## config.mk

```make
export PLATFORM = sky130hd
export DESIGN_NAME = vga_color_fader_flat
export DESIGN_NICKNAME = d
export VERILOG_FILES = /design/src/rtl/vga_color_fader_if.sv /design/src/rtl/vga_color_fader.sv /design/src/flat_wrapper.sv
export SDC_FILE = /design/constraint.sdc
export NUM_CORES = 1
export LEC_CHECK = 0
export CORE_ASPECT_RATIO = 1.1
export CORE_MARGIN = 8
export CORE_UTILIZATION = 49
export DETAILED_ROUTE_END_ITERATION = 10
export PLACE_DENSITY = 0.72
export SLEW_MARGIN = 20
export SYNTH_ARGS = -nofsm -noshare
export SYNTH_HDL_FRONTEND = slang
export SYNTH_SLANG_ARGS = --single-unit
```

## constraint.sdc

```tcl
create_clock -name clk -period 7 [get_ports clk]
set_input_delay 1.05 -clock clk [delete_from_list [all_inputs] [get_ports clk]]
set_output_delay 1.05 -clock clk [all_outputs]
set_load 0.02 [all_outputs]
```

## src/rtl/vga_color_fader_if.sv

```systemverilog
// ---------------------------------------------------------------------------
// vga_color_fader_if
//   Bundles the frame timing, control and colour signals of vga_color_fader.
//
//   Handshake: start and stop are single-cycle, level-sampled requests.
//   They have no ready/acknowledge. start is taken only when the fader is
//   idle (busy low) and stop is low in the same cycle. stop always takes
//   priority. done is a one-cycle completion pulse. busy is high whenever a
//   sequence is in progress.
//
//   Modports:
//     master : drives frame_end/start/stop/start_color/end_color and
//              observes colour/busy/done/state_dbg
//     slave  : the fader itself
//   Signals:
//     frame_end   - one-cycle end-of-frame pulse from the timing block
//     start, stop - control requests
//     start_color, end_color - {R,G,B} packed, 8 bits each
//     color_r/g/b - channel values to the DAC
//     busy, done  - status outputs
//     state_dbg   - current FSM state encoding (IDLE=0 FADE=1 HOLD=2 REV=3)
// ---------------------------------------------------------------------------
interface vga_color_fader_if;
  logic        frame_end;
  logic        start;
  logic        stop;
  logic [23:0] start_color;
  logic [23:0] end_color;
  logic [7:0]  color_r;
  logic [7:0]  color_g;
  logic [7:0]  color_b;
  logic        busy;
  logic        done;
  logic [1:0]  state_dbg;

  modport master (
    output frame_end, start, stop, start_color, end_color,
    input  color_r, color_g, color_b, busy, done, state_dbg
  );

  modport slave (
    input  frame_end, start, stop, start_color, end_color,
    output color_r, color_g, color_b, busy, done, state_dbg
  );
endinterface

```

## src/rtl/vga_color_fader.sv

```systemverilog
// ---------------------------------------------------------------------------
// vga_color_fader
//   Frame-synchronous colour sequencer. On start it fades linearly from a
//   start colour to an end colour over 2^FADE_LOG2 frames, holds the end
//   colour for HOLD_FRAMES frames, pulses done and returns to idle. All
//   colour updates happen on the cycle after frame_end (or after start/stop),
//   so a visible frame never contains a colour change.
//
//   Optional feature macro: VGA_FADE_PINGPONG_EN
//     When defined, completion of HOLD enters REV, which fades back to the
//     start colour and then loops into FADE again until stop or rst.
//
//   Ports:
//     clk  - system clock
//     rst  - synchronous active-high reset
//     bus  - vga_color_fader_if.slave (control, colours, status, state_dbg)
// ---------------------------------------------------------------------------
module vga_color_fader #(
  parameter int          FADE_LOG2   = 6,
  parameter int          HOLD_FRAMES = 32,
  parameter logic [23:0] RESET_COLOR = 24'h37C897
) (
  input  logic             clk,
  input  logic             rst,
  vga_color_fader_if.slave bus
);

  // k runs 0..2^FADE_LOG2 inclusive, so it needs one bit beyond FADE_LOG2.
  localparam int            KW        = FADE_LOG2 + 1;
  localparam logic [KW-1:0] K_MAX     = KW'(1) << FADE_LOG2;
  localparam logic [7:0]    HOLD_LAST = 8'(HOLD_FRAMES);

`ifdef VGA_FADE_PINGPONG_EN
  typedef enum logic [1:0] {ST_IDLE = 2'd0, ST_FADE = 2'd1, ST_HOLD = 2'd2, ST_REV = 2'd3} state_t;
`else
  typedef enum logic [1:0] {ST_IDLE = 2'd0, ST_FADE = 2'd1, ST_HOLD = 2'd2} state_t;
`endif

  state_t        state, state_next;
  logic [KW-1:0] k;
  logic [7:0]    hold_cnt;
  logic [23:0]   s_lat, e_lat;
  logic [23:0]   color;
  logic          done_q;

  logic          accept_start, fade_step, hold_step;
  logic [KW-1:0] k_inc;
  logic [7:0]    hold_inc;
`ifdef VGA_FADE_PINGPONG_EN
  logic          rev_step;
  logic [KW-1:0] k_dec;
`endif

  assign k_inc    = k + KW'(1);
  assign hold_inc = hold_cnt + 8'd1;
`ifdef VGA_FADE_PINGPONG_EN
  assign k_dec    = k - KW'(1);
`endif

  // One channel: s + floor((e - s) * kk / 2^FADE_LOG2). The difference is
  // signed so descending fades floor toward e and never wrap; the result
  // always lies between s and e, so the low 8 bits of the sum are exact.
  function automatic logic [7:0] blend(input logic [7:0] s, input logic [7:0] e,
                                       input logic [KW-1:0] kk);
    logic signed [8:0]    diff;
    logic signed [KW+9:0] prod;
    logic signed [KW+9:0] shifted;
    logic signed [9:0]    sum;
    diff    = $signed({1'b0, e}) - $signed({1'b0, s});
    prod    = (KW+10)'(diff) * (KW+10)'($signed({1'b0, kk}));
    shifted = prod >>> FADE_LOG2;
    sum     = $signed({2'b00, s}) + $signed(shifted[9:0]);
    return sum[7:0];
  endfunction

  function automatic logic [23:0] blend_rgb(input logic [23:0] s, input logic [23:0] e,
                                            input logic [KW-1:0] kk);
    return {blend(s[23:16], e[23:16], kk), blend(s[15:8], e[15:8], kk),
            blend(s[7:0], e[7:0], kk)};
  endfunction

  // State register
  always_ff @(posedge clk) begin
    if (rst) state <= ST_IDLE;
    else     state <= state_next;
  end

  // Next-state logic; also decodes the datapath step strobes.
  always_comb begin
    state_next   = state;
    accept_start = 1'b0;
    fade_step    = 1'b0;
    hold_step    = 1'b0;
`ifdef VGA_FADE_PINGPONG_EN
    rev_step     = 1'b0;
`endif
    case (state)
      ST_IDLE: begin
        // stop in the same cycle drops the start request
        if (bus.start && !bus.stop) begin
          accept_start = 1'b1;
          state_next   = ST_FADE;
        end
      end
      ST_FADE: begin
        if (bus.stop) state_next = ST_IDLE;
        else if (bus.frame_end) begin
          fade_step = 1'b1;
          if (k_inc == K_MAX) state_next = ST_HOLD;
        end
      end
      ST_HOLD: begin
        if (bus.stop) state_next = ST_IDLE;
        else if (bus.frame_end) begin
          hold_step = 1'b1;
`ifdef VGA_FADE_PINGPONG_EN
          if (hold_inc == HOLD_LAST) state_next = ST_REV;
`else
          if (hold_inc == HOLD_LAST) state_next = ST_IDLE;
`endif
        end
      end
`ifdef VGA_FADE_PINGPONG_EN
      ST_REV: begin
        if (bus.stop) state_next = ST_IDLE;
        else if (bus.frame_end) begin
          rev_step = 1'b1;
          if (k_dec == '0) state_next = ST_FADE;
        end
      end
`endif
      default: state_next = ST_IDLE;
    endcase
  end

  // Output logic
  always_comb begin
    bus.busy      = (state != ST_IDLE);
    bus.state_dbg = state;
    bus.done      = done_q;
    bus.color_r   = color[23:16];
    bus.color_g   = color[15:8];
    bus.color_b   = color[7:0];
  end

  // Datapath: counters, latched colours and the registered output colour.
  // stop needs no action here: the colour simply keeps its last value.
  always_ff @(posedge clk) begin
    if (rst) begin
      k        <= '0;
      hold_cnt <= '0;
      s_lat    <= '0;
      e_lat    <= '0;
      color    <= RESET_COLOR;
      done_q   <= 1'b0;
    end else begin
      done_q <= 1'b0;
      if (accept_start) begin
        s_lat <= bus.start_color;
        e_lat <= bus.end_color;
        k     <= '0;
        color <= bus.start_color;
      end
      if (fade_step) begin
        k     <= k_inc;
        color <= blend_rgb(s_lat, e_lat, k_inc);
        if (k_inc == K_MAX) hold_cnt <= '0;
      end
      if (hold_step) begin
        if (hold_inc == HOLD_LAST) begin
          done_q   <= 1'b1;
          hold_cnt <= '0;
        end else begin
          hold_cnt <= hold_inc;
        end
      end
`ifdef VGA_FADE_PINGPONG_EN
      if (rev_step) begin
        k     <= k_dec;
        color <= blend_rgb(s_lat, e_lat, k_dec);
      end
`endif
    end
  end

endmodule
```

## src/flat_wrapper.sv

```systemverilog
// flat-port wrapper written by rule: the top's interface ports become plain ports
module vga_color_fader_flat 
#(
  parameter int          FADE_LOG2   = 6,
  parameter int          HOLD_FRAMES = 32,
  parameter logic [23:0] RESET_COLOR = 24'h37C897
)
  (clk, rst, bus_frame_end, bus_start, bus_stop, bus_start_color, bus_end_color, bus_color_r, bus_color_g, bus_color_b, bus_busy, bus_done, bus_state_dbg);
  vga_color_fader_if bus_i ();
  input  logic clk;
  input  logic rst;
  input wire logic [$bits(bus_i.frame_end)-1:0] bus_frame_end;
  input wire logic [$bits(bus_i.start)-1:0] bus_start;
  input wire logic [$bits(bus_i.stop)-1:0] bus_stop;
  input wire logic [$bits(bus_i.start_color)-1:0] bus_start_color;
  input wire logic [$bits(bus_i.end_color)-1:0] bus_end_color;
  output wire logic [$bits(bus_i.color_r)-1:0] bus_color_r;
  output wire logic [$bits(bus_i.color_g)-1:0] bus_color_g;
  output wire logic [$bits(bus_i.color_b)-1:0] bus_color_b;
  output wire logic [$bits(bus_i.busy)-1:0] bus_busy;
  output wire logic [$bits(bus_i.done)-1:0] bus_done;
  output wire logic [$bits(bus_i.state_dbg)-1:0] bus_state_dbg;
  assign bus_i.frame_end = bus_frame_end;
  assign bus_i.start = bus_start;
  assign bus_i.stop = bus_stop;
  assign bus_i.start_color = bus_start_color;
  assign bus_i.end_color = bus_end_color;
  assign bus_color_r = bus_i.color_r;
  assign bus_color_g = bus_i.color_g;
  assign bus_color_b = bus_i.color_b;
  assign bus_busy = bus_i.busy;
  assign bus_done = bus_i.done;
  assign bus_state_dbg = bus_i.state_dbg;
  vga_color_fader #(.FADE_LOG2(FADE_LOG2), .HOLD_FRAMES(HOLD_FRAMES), .RESET_COLOR(RESET_COLOR)) u_core (.clk(clk), .rst(rst), .bus(bus_i));
endmodule
```

==> Word level (Yosys, flattened, before mapping) <==
Cells that the tools add are included.
{ "op_classes": {"n_addsub": 8, "n_bitwise": 1, "n_reduce_logical": 10, "shift": 0, "mul": 3, "div": 0, "mux": 23, "magnitude_cmp": 0, "n_eq_ne": 9} }
{ "ops": {"columns": ["op", "n"], "rows": [
  ["$mux 24", 2],
  ["$mul 9x8->14", 3],
  ["$mux 8", 4],
  ["$sub 8x8->9", 3],
  ["$add 8x8->8", 3],
  ["$mux 2", 7],
  ["$mux 7", 2],
  ["$add 8x1->8 const B", 1],
  ["$eq 8x6->1 const B", 1],
  ["$reduce_bool 2->1", 4],
  ["$add 7x1->7 const B", 1],
  ["$eq 7x7->1 const B", 1],
  ["$mux 1", 7],
  ["$ne 3x2->1 const B", 2],
  ["$ne 3x3->1 const B", 2],
  ["$pmux 2 s3", 1],
  ["$reduce_and 5->1", 1],
  ["$eq 2x1->1 const B", 1],
  ["$eq 2x2->1 const B", 1],
  ["$logic_not 2->1", 1],
  ["$ne 2x1->1 const B", 1],
  ["$reduce_and 2->1", 1],
  ["$reduce_or 2->1", 1],
  ["$logic_and 1x1->1", 1],
  ["other kinds (2)", 2]
]} }
{ "totals": {"elab_cells": 61, "n_memories": 0, "ramBits": 0, "output_inout_bits": 28, "mem_bits_ro": 0, "ff_bits": 90, "latch_bits": 0} }

==> Longest topological paths before layout <==
{ "logic_depth": {"word_depth": 6, "depth_mapped": 34, "ltp_nobuf": 34} }

==> Least setup slack after synthesis <==
No wires, ideal clock.
{ "synth_path": {"kind": "register to register", "from": "register u_core.k[1]", "to": "register u_core.color[23]", "n_path_buf": 2, "path_slack_ns": 0.000, "path_stages_with_launch": 29, "t_required_ns": 6.927, "arrival_time_ns": 6.927, "period_less_slack_ns": 7.000, "setup_ns": 0.073, "cell_sequence": "dfxtp_1 > ha_1 > clkbuf_1 > nand3_1 > xor2_1 > clkbuf_1 > nor2_1 > fa_1 > inv_1 > fa_1 > inv_1 > fa_1 > inv_1 > fa_1 > inv_1 > ha_1 > a21oi_2 > nor2_1 > a2111oi_0 > and2b_1 > nor2_1 > xnor2_1 > ha_1 > o41ai_1 > xnor2_1 > xnor2_1 > xnor2_1 > or4_4 > o211ai_2"} }
{ "synth_between": {"elab_chain_cells": 4} }
{ "synth_rtl": {"columns": ["element", "line_no", "rtl"], "rows": [
  ["start, declared", "vga_color_fader.sv:40", "logic [KW-1:0] k;"],
  ["start signal, assigned", "vga_color_fader.sv:165", "k <= k_inc;"],
  ["$add 7x1->7", "vga_color_fader.sv:54", "assign k_inc = k + KW'(1);"],
  ["$mul 9x8->14", "vga_color_fader.sv:70", "prod = (KW+10)'(diff) * (KW+10)'($signed({1'b0, kk}));"],
  ["$add 8x8->8", "vga_color_fader.sv:72", "sum = $signed({2'b00, s}) + $signed(shifted[9:0]);"],
  ["$mux 24", "vga_color_fader.sv:164", "if (fade_step) begin"],
  ["end signal, assigned", "vga_color_fader.sv:162", "color <= bus.start_color;"],
  ["end signal, assigned", "vga_color_fader.sv:166", "color <= blend_rgb(s_lat, e_lat, k_inc);"],
  ["end, declared", "vga_color_fader.sv:43", "logic [23:0] color;"]
]} }
No other way between the ends.
A chain may end at the register's enable or synchronous reset.

==> Worst setup path in the final report <==
{ "layout_path": {"from": "register u_core.e_lat[16]", "to": "register u_core.color[23]"} }
{ "layout_between": {"elab_chain_cells": 4} }
{ "layout_rtl": {"columns": ["element", "line_no", "rtl"], "rows": [
  ["start, declared", "vga_color_fader.sv:42", "logic [23:0] s_lat, e_lat;"],
  ["start signal, assigned", "vga_color_fader.sv:160", "e_lat <= bus.end_color;"],
  ["$sub 8x8->9", "vga_color_fader.sv:69", "diff = $signed({1'b0, e}) - $signed({1'b0, s});"],
  ["$mul 9x8->14", "vga_color_fader.sv:70", null],
  ["$add 8x8->8", "vga_color_fader.sv:72", null],
  ["$mux 24", "vga_color_fader.sv:164", null]
]} }
No other way between the ends.

==> results_dict.tcl <==
set metrics [dict create \
    drive_above_1_share_pct 13.2 \
    fin_crit_ns 6.98 \
    grt_overflow 0 \
    grt_setup_unrepaired "true" \
    cts-buffers-inserted 9 \
    hold_class "flop to flop" \
    dieWidth_um 159 \
    crit_fanout 4 \
    drc_errors 0 \
    gr-usage-all-layers_pct 21.0 \
    start_util_pct 50.0 \
    cts_sinks 90 \
    synth-edff-count 0 \
    crit_arrival_ns 7.26 \
    die_h_um 173 \
    ys_warn_count 0 \
    fin_nets 1813 \
    cts_tree "yes" \
    h-tree-depth 3 \
    dr_total_vias 9520 \
    fin_skew_ns 0.0122 \
    fin_crit_sh_pct 99.7 \
    outcome "finished, final reports clean" \
    syn-num-nets 1670 \
    drv_slew 0 \
    wl_per_cell_um 16.1 \
    io_pins 81 \
    netlist-cell-type-count 64 \
    path_clk_slew_ns 0.08 \
    n_fill_cell 1982 \
    layout_common_cells "213 x inv_1, 197 x nor2_1, 140 x nand2_1, 126 x fa_1, 115 x ha_1" \
    setup_violations 0 \
    relSlewSlack_pct 40.2 \
    cp_slowest_cell "fa_1" \
    max-cap-violations 0 \
    layout_setup_ws_ns 0.0235 \
    dr.first_iter.drc_count 505 \
    drt_first_pass_iters 5 \
    required_ns 7.28 \
    synth_seq_cells 90 \
    synth-async-reset-ratio_pct 0 \
    path_class "flop to flop" \
    layout_commonest_cell "inv_1" \
    max_stage_delay_ns 0.53 \
    syn_area_sq_um 11000 \
    grt_max_degree 58 \
    rows 57 \
    yosysSeqAreaShare_pct 16.3 \
    netlist_instances 1365 \
    grt_pass1_wl_um 48200 \
    ys.flop_type "dfxtp_1" \
    vdd_drop_max_uv 128 \
    final_cells 1808 \
    worst_pin_slew_ns 0.889 \
    area_growth_pct 20.9 \
    antenna_left 0 \
    seq_area_sq_um 1810 \
    portBuffers 80 \
    dp_slack_ns -0.360 \
    post-place-cells 1779 \
    gp_congestion 0.864 \
    hold_slack_ns 0.466 \
    hold_viol_final 0 \
    dp_hpwl_um 22600 \
    vias_per_cell 5.27 \
    avgSynthCellArea_sq_um 8.09 \
    worstSetupEndpointType "flop" \
    multi_input_area_sq_um 8520 \
    insertion_delay_ns 0.36 \
    antenna_cells 0 \
    powerDensity_nw_per_um2 161 \
    leakagePower_uw 0.00613 \
    start_kind "flop" \
    coreArea_sq_um 22100 \
    grt_pass1_vias 9967 \
    clock_path_buffers 2 \
    wl_um 29200 \
    fmax_mhz 143 \
    antenna_found_initial 0 \
    die_area_sq_um 27600 \
    cts-root-buf "clkbuf_16" \
]
[synth_stat cells (17+ instances only)]
library cell,instances,share of area (%)
inv_1,219,7.4
nor2_1,202,6.9
nand2_1,140,4.8
fa_1,129,23
ha_1,123,14
dfxtp_1,90,16
a21oi_1,88,4.0
xnor2_1,64,5.1
clkbuf_1,38,1.3
o21ai_0,29,1.3
xor2_1,27,2.1
nand3_1,25,1.1
nand2b_1,18,1.0
nor2b_1,18,1.0
nor3_1,17,0.77
[layout make-up]
class / instances / area share, %
clock inverters: 6 / 0.422
clock buffers: 10 / 1.79
inverters: 220 / 6.18
flip-flops and latches: 90 / 13.5
well taps: 295 / 2.76
multi-input cells: 1009 / 63.8
repair buffers: 178 / 11.5
[per-stage QoR]
| stage | setup TNS, ns | util [%] | instance area (sq um) | power, uW |
|---|---|---|---|---|
| after floorplan | 0 | - | 11100 | 1200 |
| after global placement | -0.115 | 57.4 | 12700 | 1540 |
| after detailed placement | -0.465 | 57.4 | 12700 | 1560 |
| after CTS | -0.0244 | 59.3 | 13100 | 2100 |
| after global routing | -0.638 | 60.4 | 13400 | 2300 |
| final | 0 | 60.4 | 13400 | 2150 |
[state kept, by name, summed over array words and instances (netlist names)]
| signal | flops |
|---|---|
| u_core.k | 7 |
| u_core.e_lat | 24 |
| u_core.bus.done | 1 |
| u_core.s_lat | 24 |
| u_core.bus.state_dbg | 2 |
| u_core.hold_cnt | 8 |
| u_core.color | 24 |
[worst paths after layout]
check                           cells past startpoint          endpoint  slack [ns]             start
worst min register to register                      2  u_core.e_lat[10]        0.47  u_core.e_lat[10]
worst max-delay path                               36  u_core.color[23]        0.02  u_core.e_lat[16]
worst min-delay path                                2  u_core.e_lat[10]        0.47  u_core.e_lat[10]
worst max register to register                     36  u_core.color[23]        0.02  u_core.e_lat[16]
[routing by layer]
layer	track usage (%)	up-vias	part of all wire (%)
met3	3.80	30	5.8
met1	27.1	4634	44
met5	0	-	0
met2	35.7	250	48
li1	-	4606	-
met4	5.39	0	1.5
[worst max-delay path, delay by kind of cell, from the launching register on]
kind            cells  cell delay, ns
simple gates        7            0.93
xor+xnor            5            0.87
buf+inv            10            0.84
fa+ha+maj           8            3.08
compound gates      6            0.85
flops               1            0.33
[kinds of logic (layout without fill, tap and decap cells)]
kind of cell | Yosys count | in the layout | synth area share (%)
AO/OA/AOI/OAI | 191 | 191 | 10.8
XOR/XNOR | 92 | 92 | 7.36
adder cells (fa/ha/maj) | 252 | 252 | 37.3
buffers and inverters | 266 | 414 | 9.13
flip-flops | 90 | 90 | 16.3
multiplexers | 1 | 1 | 0.204
AND/OR/NAND/NOR | 473 | 473 | 18.9
[where the power goes]
group | switching [uW] | internal (uW) | total, uW
Combinational | 578 | 509 | 1090
Clock | 250 | 260 | 509
Sequential | 18.2 | 535 | 554
[what timing repair did]
item,4_1_cts,5_1_grt
hold buffers,0,0
setup endpoints to repair,2,3
buffers inserted,2,11
resized for setup,20,41
pin swaps,21,45
(Power assumes the default switching activity.)
